===== src/rtl/mod_quad_iter_ctrl.sv =====
`default_nettype none
// ============================================================================
//  Module   : mod_quad_iter_ctrl (with mod_quad_reg, mod_quadrupler)
//  Brief    : Iterates oData = iData * 4^iCnt mod iMod, one quadrupling per clk
//  Revision : 1.0 - initial release
// ============================================================================

module mod_quad_reg #(
  parameter int WIDTH = 32
) (
  input  logic             iClk,
  input  logic             iRstN,
  input  logic             iClr,
  input  logic             iEn,
  input  logic [WIDTH-1:0] iD,
  output logic [WIDTH-1:0] oQ
);

  logic [WIDTH-1:0] data_q;

  always_ff @(posedge iClk) begin
    if (!iRstN) begin
      data_q <= '0;
    end else if (iClr) begin
      data_q <= '0;
    end else if (iEn) begin
      data_q <= iD;
    end
  end

  assign oQ = data_q;

endmodule

module mod_quadrupler #(
  parameter int BITWIDTH = 32
) (
  input  logic [BITWIDTH-1:0] iA,
  input  logic [BITWIDTH-1:0] iMod,
  output logic [BITWIDTH-1:0] oQ
);

  // Two modular doublings; for a < M each needs at most one subtraction.
  logic [BITWIDTH:0]   dbl1_w, sub1_w, dbl2_w, sub2_w, mod_ext_w;
  logic [BITWIDTH-1:0] half_w;

  assign mod_ext_w = {1'b0, iMod};
  assign dbl1_w    = {iA, 1'b0};
  assign sub1_w    = dbl1_w - mod_ext_w;
  assign half_w    = (dbl1_w >= mod_ext_w) ? sub1_w[BITWIDTH-1:0] : dbl1_w[BITWIDTH-1:0];
  assign dbl2_w    = {half_w, 1'b0};
  assign sub2_w    = dbl2_w - mod_ext_w;
  assign oQ        = (dbl2_w >= mod_ext_w) ? sub2_w[BITWIDTH-1:0] : dbl2_w[BITWIDTH-1:0];

endmodule

module mod_quad_iter_ctrl #(
  parameter int BITWIDTH = 32,
  parameter int CNTWIDTH = 8
) (
  input  logic                iClk,
  input  logic                iRstN,
  input  logic                iClr,
  input  logic                iValid,
  output logic                oReady,
  input  logic [BITWIDTH-1:0] iData,
  input  logic [BITWIDTH-1:0] iMod,
  input  logic [CNTWIDTH-1:0] iCnt,
  output logic                oValid,
  input  logic                iReady,
  output logic [BITWIDTH-1:0] oData,
  output logic                oBusy
);

  typedef enum logic [1:0] {
    S_IDLE = 2'd0,
    S_RUN  = 2'd1,
    S_DONE = 2'd2
  } state_t;

  state_t              state_q;
  logic [CNTWIDTH-1:0] count_q;
  logic [BITWIDTH-1:0] mod_q;
  logic [BITWIDTH-1:0] acc_q;
  logic [BITWIDTH-1:0] acc_d;
  logic [BITWIDTH-1:0] quad_w;
  logic                load_w;
  logic                iter_w;

  assign load_w = (state_q == S_IDLE) && iValid;
  assign iter_w = (state_q == S_RUN);

  mod_quadrupler #(
    .BITWIDTH (BITWIDTH)
  ) u_quad (
    .iA   (acc_q),
    .iMod (mod_q),
    .oQ   (quad_w)
  );

  assign acc_d = load_w ? iData : quad_w;

  mod_quad_reg #(
    .WIDTH (BITWIDTH)
  ) u_acc (
    .iClk  (iClk),
    .iRstN (iRstN),
    .iClr  (iClr),
    .iEn   (load_w | iter_w),
    .iD    (acc_d),
    .oQ    (acc_q)
  );

  always_ff @(posedge iClk) begin
    if (!iRstN) begin
      state_q <= S_IDLE;
      count_q <= '0;
      mod_q   <= '0;
    end else if (iClr) begin
      state_q <= S_IDLE;
      count_q <= '0;
    end else begin
      case (state_q)
        S_IDLE: begin
          if (iValid) begin
            mod_q   <= iMod;
            count_q <= iCnt;
            state_q <= (iCnt == '0) ? S_DONE : S_RUN;
          end
        end
        S_RUN: begin
          // Leaving at count==1 keeps the counter from ever wrapping below zero.
          count_q <= count_q - CNTWIDTH'(1);
          if (count_q == CNTWIDTH'(1)) begin
            state_q <= S_DONE;
          end
        end
        S_DONE: begin
          if (iReady) begin
            state_q <= S_IDLE;
          end
        end
        default: begin
          state_q <= S_IDLE;
        end
      endcase
    end
  end

  assign oReady = (state_q == S_IDLE);
  assign oBusy  = (state_q == S_RUN);
  assign oValid = (state_q == S_DONE);
  assign oData  = acc_q;

endmodule

`default_nettype wire

===== config.mk =====
export PLATFORM = sky130hd
export DESIGN_NAME = mod_quad_iter_ctrl
export DESIGN_NICKNAME = d
export VERILOG_FILES = /design/src/rtl/mod_quad_iter_ctrl.sv
export SDC_FILE = /design/constraint.sdc
export NUM_CORES = 1
export LEC_CHECK = 0
export CORE_AREA = 2 2 152 169
export CTS_CLUSTER_SIZE = 25
export DETAILED_ROUTE_END_ITERATION = 10
export DIE_AREA = 0 0 154 171
export GPL_ROUTABILITY_DRIVEN = 0
export PLACE_DENSITY = 0.59
export SLEW_MARGIN = 0
export SYNTH_ARGS = -nofsm -noshare
export SYNTH_HDL_FRONTEND = slang
export SYNTH_SLANG_ARGS = --single-unit

===== constraint.sdc =====
create_clock -name iClk -period 6.7 [get_ports iClk]
set_input_delay 1.005 -clock iClk [delete_from_list [all_inputs] [get_ports iClk]]
set_output_delay 1.005 -clock iClk [all_outputs]
set_load 0.005 [all_outputs]

==> metrics.md <==
| Metric | Value |
|---|---|
| Synth Register Bits | `74` |
| TritonCTS Sinks | `74` |
| Pre-antenna DRT Iters | `7` |
| Worst-margin pin slew | `1120 ps` |
| Fin crit period | `5810 ps` |
| Number of global-route vias before repair | `7,275` |
| Syn-to-layout area delta | `23.0%` |
| CTS clk-pin slew, worst paths | `70 ps` |
| WP data arrival | `6030 ps` |
| Ports | `112` |
| Vias per cell | `5.48` |
| Worst r2r dst | `u_acc.oQ[20]` |
| Hold endpoint | `mod_q[16]` |
| CTS tree | `yes` |
| WL per Instance | `18.4 µm` |
| Row cnt | `61` |
| Drc violations | `0` |
| Die height | `171 µm` |
| Post-synth EDFFs | `0` |
| Slew Limit Fails | `0` |
| Initial drt markers | `619` |
| Met2 capacity usage during global routing | `33.5%` |
| Outcome | `finished, final reports clean` |
| Setup Fix Bufs, Post-CTS | `0` |
| H-tree Lvls | `3` |
| Final Hold Fails | `0` |
| Initial Utilization | `29.4%` |
| Max Clk Rate | `172 MHz` |
| Post-Syn Nets | `1,142` |
| Setup tns final | `0 ps` |
| R2r setup slk | `890 ps` |
| Setup crit start kind | `register` |
| Hold Path Depth | `2` |
| Die Area | `0.0263 mm²` |
| Critical path capture point type | `register` |
| Ys Warns | `0` |
| RSZ-0062 raised after global routing | `false` |
| Setup violators final | `0` |
| Crit share post-route | `86.7%` |
| Hold_sp | `mod_q[16]` |
| Top-area cell type share of the netlist area | `20.3%` |
| Post-layout nets | `1,233` |
| Clock Skews | `8.07 ps` |
| Worst min-delay path class | `reg -> reg` |
| Share of layout cells above drive strength 1 | `6.48%` |
| Die X | `154 µm` |
| Worst R2R Start | `mod_q[0]` |
| DR vias | `7,724` |
| GR Util All Layers | `19.5%` |
| Synth Area per Inst | `7.30 µm²` |
| Cell Area, Synth | `0.00730 mm²` |
| Max Fanout on Critical Path | `17` |
| Post_cts resized | `0` |
| CTS Buf Count | `9` |
| Min Hold Slack | `462 ps` |
| Max Cap Viol | `0` |
| Initial antenna violation count | `0` |
| Area contributors post-synth | `dfxtp_1 20%, ha_1 11%, nand2_1 7.9%, a21oi_1 6.3%, o21ai_0 4.6%` |
| Clock latency on the worst-skew pair | `360 ps` |
| Worst reg-to-reg path cell count | `20` |
| Worst rel slew slack | `25.2%` |
| Cell taking the most area after synthesis | `dfxtp_1` |
| Post-synthesis sequential area ratio | `20.3%` |
| First-pass GRT wire length | `40,100 µm` |
| Max Root-Sink Buffers | `2` |
| GRT met3 Usage | `2.51%` |
| Post-DRT Antenna Nets | `0` |
| Util after Layout | `36.2%` |
| Synth Flop Type | `dfxtp_1` |
| Grt peak-use layer | `met2` |
| Worst Path Required | `6920 ps` |
| Largest net degree at the start of global routing | `38` |
| Synth Instances | `999` |
| Synth unique cells | `77` |
| PortBufs | `111` |
| Synth async-reset ratio | `0%` |
| Post-DP HPWL | `19,500 µm` |
| Crit path kind | `reg -> reg` |
| # diodes | `0` |
| Cts hold-fix bufs | `0` |
| GR Overflow Total | `0` |
| Root Buffer | `clkbuf_16` |
| GRT met1 Usage | `24.8%` |
| Core Footprint | `0.0248 mm²` |
| Routed WL | `25,900 µm` |
## cells by family (layout without fill, tap and decap cells)
family	count (synthesis)	count (layout)	share of synthesized area (%)
AOI/OAI and AO/OA	360	360	32.7
and+or+nand+nor	340	340	21.7
buffers and inverters	92	188	5.38
DFF	74	74	20.3
adders and majority gates	66	66	11.4
xor gates and xnor gates	49	49	5.88
muxes	18	18	2.61
## routing by layer
| metal | part of all wire, % | routed length (µm) | vias to the layer above |
|---|---|---|---|
| met3 | 4.7 | 1230 | 32 |
| met2 | 47 | 12300 | 229 |
| met5 | 0 | 0 | - |
| met4 | 2.7 | 690 | 0 |
| li1 | - | - | 3832 |
| met1 | 45 | 11700 | 3631 |
## flip-flops by register name, indices dropped and copies added (netlist names)
register,count
count_q,8
state_q,2
u_acc.oQ,32
mod_q,32
## cells in the final DEF, fill, tap and decap left out, drive strengths merged, types with 15 or more instances in the layout
cell type / synthesis / final
a21oi: 93 / 93
a21o: 29 / 29
dfxtp: 74 / 74
nand3: 30 / 30
xor2: 23 / 23
o211ai: 15 / 15
buf: 15 / 16
a21boi: 33 / 33
xnor2: 26 / 26
inv: 45 / 45
clkdlybuf4s50: 0 / 111
nand2: 154 / 154
ha: 65 / 65
nor2: 61 / 61
o21ai: 78 / 78
## synthesized netlist by cell type (all sizes together) (7+ instances only)
master	number
nor2b	10
or2	10
o31ai	13
a21oi	93
mux2i	10
a22oi	7
nand2b	9
o21a	12
ha	65
nand2	154
a31oi	13
inv	45
or4	7
a211o	7
o21ai	78
buf	15
a211oi	11
a21o	29
clkbuf	32
nor3	13
o22ai	8
xor2	23
nand4	7
xnor2	26
nor2	61
dfxtp	74
nor4	12
nand3	30
o211ai	15
mux2	8
a21boi	33
and3	13
## worst max-delay path, stage by stage (launching register included)
cell	delay (ps)
dfxtp_1	500
inv_1	160
fa_1	490
a211oi_1	340
o21ai_0	180
a31oi_1	230
nand3_1	240
a221o_1	370
a21oi_1	170
xor2_1	140
o21ai_0	150
ha_1	440
and3_1	210
nand4_1	190
nor2_1	330
a41oi_1	230
o211ai_4	380
or2_1	230
buf_4	250
mux2i_1	290
o22ai_1	120
## layout make-up
type | count | area [µm²]
clock inverters | 7 | 46.3
repair buffers | 127 | 1230
fillers | 2628 | 15800
flip-flops and latches | 74 | 1480
multi-input cells | 833 | 5430
well taps | 315 | 394
clock buffers | 9 | 225
inverters | 45 | 169
## stage by stage
step                setup slack (ps)  area (µm²)  instances
CTS                             1020        8970       1410
global route                     502        8970       1410
detailed placement              1030        8700       1394
finish                           892        8970       1410
global placement                1040        8700       1394
floorplan                       1830        7300        999
## worst max-delay path by stage
stage                   start      endpoint  slack, ps  cells past startpoint
finish               mod_q[0]  u_acc.oQ[20]        890                     20
CTS                  mod_q[0]  u_acc.oQ[12]       1020                     22
floorplan           mod_q[27]  u_acc.oQ[30]       1830                     23
global placement     mod_q[0]  u_acc.oQ[20]       1040                     20
detailed placement   mod_q[0]  u_acc.oQ[12]       1030                     22
global route         mod_q[0]  u_acc.oQ[10]        500                     22
Power is left out: the tool's default activity adds up to more than one toggle a clock period on the data nets, which glitch-free logic cannot reach.
